**src/rtl/reglk_bus_gate_if.sv**
```systemverilog
// ============================================================================
// reglk_bus_gate_if : request/response handshake bundle for reglk_bus_gate
// Revision: 1.0
// ============================================================================
`default_nettype none

interface reglk_bus_gate_if;
   logic        req_valid;
   logic        req_ready;
   logic        req_we;
   logic [2:0]  req_width;
   logic [31:0] req_addr;
   logic [31:0] req_wdata;
   logic        rsp_valid;
   logic [31:0] rsp_rdata;
   logic [1:0]  rsp_err;

   modport master (
      output req_valid, req_we, req_width, req_addr, req_wdata,
      input  req_ready, rsp_valid, rsp_rdata, rsp_err
   );

   modport slave (
      input  req_valid, req_we, req_width, req_addr, req_wdata,
      output req_ready, rsp_valid, rsp_rdata, rsp_err
   );
endinterface

`default_nettype wire

```
**src/rtl/reglk_bus_gate.sv**
```systemverilog
// ============================================================================
// reglk_bus_gate : sticky per-region write-lock gate in front of a data memory
// Revision: 1.0
// ============================================================================
`default_nettype none

module reglk_bus_gate #(
   parameter int          NUM_WORDS    = 200,
   parameter int          REGION_SHIFT = 7,
   parameter int          NUM_REGIONS  = 8,
   parameter logic [31:0] LOCK_ADDR    = 32'h0000_0400
) (
   input  wire logic                   clk,
   input  wire logic                   rst,
   reglk_bus_gate_if.slave             bus,
   output logic                        mem_we,
   output logic [2:0]                  mem_width,
   output logic [31:0]                 mem_addr,
   output logic [31:0]                 mem_wdata,
   input  wire logic [31:0]            mem_rdata,
   output logic [NUM_REGIONS-1:0]      lock_status
);

   localparam int c_RIDX_W = (NUM_REGIONS > 1) ? $clog2(NUM_REGIONS) : 1;

   typedef enum logic [1:0] {
      IDLE  = 2'd0,
      CHECK = 2'd1,
      ISSUE = 2'd2,
      RESP  = 2'd3
   } state_t;

   state_t r_state;
   state_t w_next_state;

   logic                   r_cap_we;
   logic [2:0]             r_cap_width;
   logic [31:0]            r_cap_addr;
   logic [31:0]            r_cap_wdata;
   logic [31:0]            r_rsp_rdata;
   logic [1:0]             r_rsp_err;
   logic [NUM_REGIONS-1:0] r_lock;

   logic                   w_bad_width;
   logic                   w_lock_access;
   logic                   w_out_of_range;
   logic                   w_misaligned;
   logic [31:0]            w_region;
   logic                   w_locked;
   logic [1:0]             w_err;
   logic [31:0]            w_rdata;
   logic [NUM_REGIONS-1:0] w_lock_set;
   logic                   w_forward;

   assign w_bad_width    = (r_cap_width == 3'b011) || (r_cap_width == 3'b110) ||
                           (r_cap_width == 3'b111);
   assign w_lock_access  = (r_cap_addr == LOCK_ADDR);
   assign w_out_of_range = ({2'b00, r_cap_addr[31:2]} >= 32'(NUM_WORDS));
   assign w_misaligned   = ((r_cap_width[1:0] == 2'b01) && r_cap_addr[0]) ||
                           ((r_cap_width == 3'b010) && (r_cap_addr[1:0] != 2'b00));
   assign w_region       = r_cap_addr >> REGION_SHIFT;
   assign w_locked       = (w_region < 32'(NUM_REGIONS)) && r_lock[w_region[c_RIDX_W-1:0]];

   // Decode priority: width, lock register, range, alignment, lock.
   always_comb begin
      w_next_state = r_state;
      w_err        = 2'b00;
      w_rdata      = '0;
      w_lock_set   = '0;
      w_forward    = 1'b0;
      unique case (r_state)
         IDLE: begin
            if (bus.req_valid) w_next_state = CHECK;
         end
         CHECK: begin
            if (w_bad_width) begin
               w_err = 2'b11;
            end else if (w_lock_access) begin
               if (r_cap_width != 3'b010)  w_err = 2'b11;
               else if (r_cap_we)          w_lock_set = r_cap_wdata[NUM_REGIONS-1:0];
               else                        w_rdata[NUM_REGIONS-1:0] = r_lock;
            end else if (w_out_of_range) begin
               w_err = 2'b10;
            end else if (w_misaligned) begin
               w_err = 2'b11;
            end else if (r_cap_we && w_locked) begin
               w_err = 2'b01;
            end else begin
               w_forward = 1'b1;
            end
            w_next_state = w_forward ? ISSUE : RESP;
         end
         ISSUE:   w_next_state = RESP;
         RESP:    w_next_state = IDLE;
         default: w_next_state = IDLE;
      endcase
   end

   always_ff @(posedge clk) begin
      if (rst) r_state <= IDLE;
      else     r_state <= w_next_state;
   end

   always_ff @(posedge clk) begin
      if (rst) begin
         r_cap_we    <= 1'b0;
         r_cap_width <= 3'b010;
         r_cap_addr  <= '0;
         r_cap_wdata <= '0;
         r_rsp_rdata <= '0;
         r_rsp_err   <= 2'b00;
         r_lock      <= '0;
         mem_we      <= 1'b0;
         mem_width   <= 3'b010;
         mem_addr    <= '0;
         mem_wdata   <= '0;
      end else begin
         if ((r_state == IDLE) && bus.req_valid) begin
            r_cap_we    <= bus.req_we;
            r_cap_width <= bus.req_width;
            r_cap_addr  <= bus.req_addr;
            r_cap_wdata <= bus.req_wdata;
         end
         if (r_state == CHECK) begin
            r_rsp_err   <= w_err;
            r_rsp_rdata <= w_rdata;
            r_lock      <= r_lock | w_lock_set;
            if (w_forward) begin
               mem_we    <= r_cap_we;
               mem_width <= r_cap_width;
               mem_addr  <= r_cap_addr;
               mem_wdata <= r_cap_wdata;
            end
         end
         // The memory read path is combinational, so sample it as ISSUE ends.
         if (r_state == ISSUE) begin
            mem_we      <= 1'b0;
            r_rsp_rdata <= r_cap_we ? 32'h0 : mem_rdata;
         end
      end
   end

   assign bus.req_ready = (r_state == IDLE);
   assign bus.rsp_valid = (r_state == RESP);
   assign bus.rsp_rdata = r_rsp_rdata;
   assign bus.rsp_err   = r_rsp_err;
   assign lock_status   = r_lock;

endmodule

`default_nettype wire

```
**src/flat_wrapper.sv**
```systemverilog
// flat-port wrapper written by rule: the top's interface ports become plain ports
module reglk_bus_gate_flat 
#(
   parameter int          NUM_WORDS    = 200,
   parameter int          REGION_SHIFT = 7,
   parameter int          NUM_REGIONS  = 8,
   parameter logic [31:0] LOCK_ADDR    = 32'h0000_0400
)
  (clk, rst, mem_we, mem_width, mem_addr, mem_wdata, mem_rdata, lock_status, bus_req_valid, bus_req_we, bus_req_width, bus_req_addr, bus_req_wdata, bus_req_ready, bus_rsp_valid, bus_rsp_rdata, bus_rsp_err);
  reglk_bus_gate_if bus_i ();
  input  wire logic clk;
  input  wire logic rst;
  output logic mem_we;
  output logic [2:0] mem_width;
  output logic [31:0] mem_addr;
  output logic [31:0] mem_wdata;
  input  wire logic [31:0] mem_rdata;
  output logic [NUM_REGIONS-1:0] lock_status;
  input wire logic [$bits(bus_i.req_valid)-1:0] bus_req_valid;
  input wire logic [$bits(bus_i.req_we)-1:0] bus_req_we;
  input wire logic [$bits(bus_i.req_width)-1:0] bus_req_width;
  input wire logic [$bits(bus_i.req_addr)-1:0] bus_req_addr;
  input wire logic [$bits(bus_i.req_wdata)-1:0] bus_req_wdata;
  output wire logic [$bits(bus_i.req_ready)-1:0] bus_req_ready;
  output wire logic [$bits(bus_i.rsp_valid)-1:0] bus_rsp_valid;
  output wire logic [$bits(bus_i.rsp_rdata)-1:0] bus_rsp_rdata;
  output wire logic [$bits(bus_i.rsp_err)-1:0] bus_rsp_err;
  assign bus_i.req_valid = bus_req_valid;
  assign bus_i.req_we = bus_req_we;
  assign bus_i.req_width = bus_req_width;
  assign bus_i.req_addr = bus_req_addr;
  assign bus_i.req_wdata = bus_req_wdata;
  assign bus_req_ready = bus_i.req_ready;
  assign bus_rsp_valid = bus_i.rsp_valid;
  assign bus_rsp_rdata = bus_i.rsp_rdata;
  assign bus_rsp_err = bus_i.rsp_err;
  reglk_bus_gate #(.NUM_WORDS(NUM_WORDS), .REGION_SHIFT(REGION_SHIFT), .NUM_REGIONS(NUM_REGIONS), .LOCK_ADDR(LOCK_ADDR)) u_core (.clk(clk), .rst(rst), .bus(bus_i), .mem_we(mem_we), .mem_width(mem_width), .mem_addr(mem_addr), .mem_wdata(mem_wdata), .mem_rdata(mem_rdata), .lock_status(lock_status));
endmodule
```
**config.mk**
```make
export PLATFORM = sky130hd
export DESIGN_NAME = reglk_bus_gate_flat
export DESIGN_NICKNAME = d
export VERILOG_FILES = /design/src/rtl/reglk_bus_gate_if.sv /design/src/rtl/reglk_bus_gate.sv /design/src/flat_wrapper.sv
export SDC_FILE = /design/constraint.sdc
export NUM_CORES = 1
export LEC_CHECK = 0
export CORE_UTILIZATION = 46
export CTS_CLUSTER_DIAMETER = 80
export CTS_CLUSTER_SIZE = 28
export DETAILED_ROUTE_END_ITERATION = 10
export GPL_ROUTABILITY_DRIVEN = 0
export HOLD_SLACK_MARGIN = 0.05
export PLACE_DENSITY = 0.78
export SYNTH_ARGS = -nofsm -noshare
export SYNTH_HDL_FRONTEND = slang
export SYNTH_SLANG_ARGS = --single-unit
```
**constraint.sdc**
```tcl
create_clock -name clk -period 2.8 [get_ports clk]
set_input_delay 0.28 -clock clk [delete_from_list [all_inputs] [get_ports clk]]
set_output_delay 0.28 -clock clk [all_outputs]
set_load 0.01 [all_outputs]
```
; ---- Yosys cells after proc, flatten, opt, wreduce, memory -nomap -nowiden
; Index checks and enable logic that the tools add are counted.
[word_totals]
wordCells = 70
in_bits = 103
regBits = 180
[op_classes]
reduce_logical = 13
mux = 30
order_cmp = 3
bitwise = 1
n_eq_ne = 11
[ops]
columns = operator, n
row1 = $mux 32, 3
row2 = $mux 8, 9
row3 = $eq 32x11->1 const B, 1
row4 = $ge 30x8->1 const B, 1
row5 = $lt 25x4->1 const B, 1
row6 = $mux 2, 6
row7 = $mux 1, 10
row8 = $or 8x8->8, 1
row9 = $pmux 2 s4, 1
row10 = $eq 3x2->1 const B, 2
row11 = $eq 3x3->1 const B, 2
row12 = $logic_and 1x1->1, 5
row13 = $eq 2x1->1 const B, 2
row14 = $eq 2x2->1 const B, 2
row15 = $lt 3x4->1 const B, 1
row16 = $reduce_bool 2->1, 2
row17 = $bmux 1 s3, 1
row18 = $logic_or 1x1->1, 3
row19 = $ne 3x2->1 const B, 1
row20 = $logic_not 2->1, 1
row21 = $ne 2x2->1 const B, 1
row22 = $reduce_and 2->1, 1
row23 = $reduce_or 2->1, 1

; ---- Logic depth before layout (Yosys ltp)
[logic_depth]
ltp_word = 12
mapped_depth = 8
ltp_nobuf = 5

; ---- Worst setup path before layout
; Ideal clock, no wire load.
[synth_timing]
kind = register to register
start = register u_core.r_cap_addr[11]
end = register u_core.mem_addr[26]
setup_slack_ns = 0.384
path_stages_with_launch = 8
period_less_slack_ns = 2.416
setup_ns = 0.131
arrival_time_ns = 2.285
required_ns = 2.669
path_cell_list = dfxtp_1 > or4_1 > a311o_1 > or4_1 > buf_2 > nor3_4 > buf_4 > nor3b_1
[synth_via]
elab_chain_cells = 11
elab_cells_between_ends = 13
cone_classes = 2 x order compare / 1 x eq/ne / 7 x mux / 3 x reduce/logical
[synth_rtl]
columns = element, line
row1 = "start, declared", reglk_bus_gate.sv:38  ; logic [31:0] r_cap_addr;
row2 = "start signal, assigned", reglk_bus_gate.sv:121  ; r_cap_addr <= bus.req_addr;
row3 = $lt 25x4->1, reglk_bus_gate.sv:62  ; assign w_locked = (w_region < 32'(NUM_REGIONS)) && r_lock[w_region[c_RIDX_W-1:0]];
row4 = $logic_and 1x1->1, reglk_bus_gate.sv:62
row5 = $logic_and 1x1->1, reglk_bus_gate.sv:86  ; end else if (r_cap_we && w_locked) begin
row6 = $mux 1, reglk_bus_gate.sv:86
row7 = $mux 1, reglk_bus_gate.sv:84  ; end else if (w_misaligned) begin
row8 = $mux 1, reglk_bus_gate.sv:82  ; end else if (w_out_of_range) begin
row9 = $mux 1 (*), reglk_bus_gate.sv:78  ; end else if (w_lock_access) begin
row10 = $mux 1 (*), reglk_bus_gate.sv:76  ; if (w_bad_width) begin
row11 = $mux 1 (*) (2 in series), reglk_bus_gate.sv:71  ; unique case (r_state)
row12 = $reduce_and 2->1 (no line) (*), --
row13 = "end signal, assigned", reglk_bus_gate.sv:131  ; mem_addr <= r_cap_addr;
row14 = "end, declared", reglk_bus_gate.sv:18  ; output logic [31:0] mem_addr,
; Every way passes the cells marked *; elsewhere a longest branch is shown, timed or not. The select of a mux whose other input is x is not followed.
; A chain may end at the register's enable or synchronous reset.

; ---- Final worst setup path
[layout_timing]
start = register u_core.r_cap_addr[11]
end = register u_core.mem_addr[9]
; Same word-level chain as after synthesis.

==> metrics <==
outcome finished, final reports clean; Post-CTS Setup Inserts 0; Starting Density 0.471; fin crit period 2.67 ns; hold_buf cts 0; DP Area 9150 um^2; die area 15400 um^2; # diodes 0; vias in the first global route 5863; power share of the combinational group 0.265; Power per Cell Area 776 nW/um^2; yosys warns 0; Max-Cap Viols 0; worst relative slew slack 0.194; routed length per placed instance 17.1 um; Fmax achieved 0.375 GHz; CTS max path bufs 2; final wirelength 19.9 mm; IO buf count 214; Ports 215; Worst-path clk slew 0.07 ns; Final Cycle Share 0.953; Post-CTS Resized 0; GRT Total Usage 0.253; pin count of the biggest net entering global routing 79; Switch Pwr 2.44 mW; Post-Syn Instances 789; final worst slack 0.130 ns; Worst Setup SP u_core.r_cap_addr[11]; post-synthesis sequential area ratio 0.526; # nets final 1075; Critical R2R Launch u_core.r_cap_addr[11]; final setup fails 0; actual slew at the worst max-slew pin 1.21 ns; Min Hold Slack 0.282 ns; post-synthesis cell type count 46; WS Path Type reg2reg; Seq pwr share 0.396; initial antenna violation count 0; Num CTS Buffers 17; Fin Setup TNS 0 ns; DR vias 6491; Post-Syn Area 6850 um^2; first-pass GRT wire length 30.0 mm; post-layout util 0.675; Area Overhead vs Synth 43.1%; Syn Nets 896; Crit path arrival time 2.97 ns; share of cells above drive strength 1 0.0622; Hold Crit Start rst; Hold Path Class in2reg; Fin Clk Skew 0.00912 ns; # DRC 0; Post-DP HPWL 12.8 mm; switching share of total power 0.321; Finished Layout Cells 1165; Crit Path Max Fanout 31; clk sinks 180; core area 14500 um^2; Final ANT Viol Nets 0; # rows 44; TritonCTS clock tree built; Clk pwr share 0.339; FILL cells 1187; CTS HTree Levels 4; Req. time, crit path 3.10 ns; worst vdd ir 0.000506 V; Multi-input gate area 2960 um^2; Sequential Area 3600 um^2; clock latency on the worst-skew pair 0.43 ns; pre-CTS setup slack 0.148 ns; DIE WIDTH 124 um; Final Max Tran Viols 0; Worst R2R Setup Slack 0.13 ns; area leader, netlist dfxtp_1; Post-Syn Area per Cell 8.68 um^2; router iterations before antenna repair 7; Final Total Pwr 7.61 mW; Fin. Hold Viols 0; largest cells by area after synthesis dfxtp_1 53%, a21oi_1 11%, nand2_1 7.7%; RSZ-0062 raised after global routing false; CP Capture Type flop; share of the synthesized area in the top cell type 0.526; CTS Root Cell clkbuf_16; Finished Cell Area 9800 um^2; Placed Cells 1133; crit start category flop; flops & latches, synth 180; gr ovfl total 0; internal power 5.17 mW; Starting DRT DRC Count 492; Die Ht 124 um; Leak Pwr 3.43 nW; drt via density 5.57
==> layout by cell type, fill, tap and decap left out, drive strengths merged, types with 5 or more instances in the layout <==
master         synthesis  routed
o2bb2ai                8       8
buf                   14      19
clkbuf                58      24
o31ai                 45      45
nor4                   5       5
nor2b                 35      35
mux2i                  7       7
a22o                   8       8
a21oi                144     144
nand4                 46      46
nor2                  34      34
nor3b                 22      22
dfxtp                180     180
nand2                141     141
clkdlybuf4s50          0     213
==> sequential cells by signal, indices dropped and copies added, names as in the netlist <==
name / cells
u_core.r_cap_width: 3
u_core.lock_status: 8
u_core.r_cap_we: 1
u_core.r_state: 2
u_core.mem_width: 3
u_core.mem_we: 1
u_core.r_cap_wdata: 32
u_core.bus.rsp_rdata: 32
u_core.bus.rsp_err: 2
u_core.r_cap_addr: 32
u_core.mem_addr: 32
u_core.mem_wdata: 32
==> path summary, 6_finish.rpt <==
check	cells past startpoint	to
worst min-delay path	2	u_core.r_cap_addr[8]
worst max-delay path	6	u_core.mem_addr[9]
worst min register to register	2	u_core.r_cap_addr[13]
worst max register to register	6	u_core.mem_addr[9]
==> area by class of cell <==
type / count / area share
clock inverter: 8 / 0.0148
tap: 184 / 0.0235
timing repair buffer: 232 / 0.239
multi-input combinational: 532 / 0.302
sequential: 180 / 0.368
inverter: 5 / 0.00191
clock buffer: 24 / 0.0512
==> cells in the mapped netlist (all sizes together) <==
cell type / n
a22oi: 1
nand2: 141
a31oi: 1
o21ai: 3
and4: 1
and2: 1
o211a: 1
or4: 3
a311oi: 1
o311ai: 1
and4b: 2
nand2b: 1
buf: 14
clkinv: 1
nor2: 34
nor2b: 35
clkbuf: 58
o2bb2ai: 8
or4b: 1
and3: 1
or3: 2
nor3b: 22
a211oi: 1
nand4b: 1
nand4: 46
a22o: 8
o31ai: 45
a221oi: 1
nand3: 2
nand3b: 1
dfxtp: 180
or2: 1
ha: 4
a21oi: 144
a311o: 1
nor4: 5
mux2i: 7
nor3: 4
o211ai: 1
inv: 4
==> layer usage <==
metal / global-route usage / routed length [um]
met5: 0 / 0
met4: 0.103 / 467
met3: 0.0586 / 1500
met2: 0.406 / 9410
met1: 0.328 / 8560
==> power groups by stage <==
stage | Combinational, mW | Clock (mW) | Sequential, mW
6_report | 2.02 | 2.58 | 3.02
5_1_grt | 2.22 | 2.74 | 3.05
4_1_cts | 2.02 | 2.62 | 3.01
3_5_place_dp | 2.00 | 0 | 3.07
3_3_place_gp | 1.98 | 0 | 3.06
2_1_floorplan | 1.24 | 0 | 3.04
==> critical path, stage by stage, from the launching register on <==
cell and delay (ns):
dfxtp_1 0.31, or4_1 0.58, a311o_1 0.31, or4_2 0.72
buf_6 0.23, o31ai_1 0.27, a21oi_1 0.11
==> kinds of logic after synthesis <==
kind of cell | share of synthesized area
AO/OA/AOI/OAI | 0.188
adder cells (fa/ha/maj) | 0.00731
buffers and inverters | 0.0444
flip-flops | 0.526
multiplexers | 0.0102
AND/OR/NAND/NOR | 0.224
No activity file was read; power rests on OpenSTA's default activity.
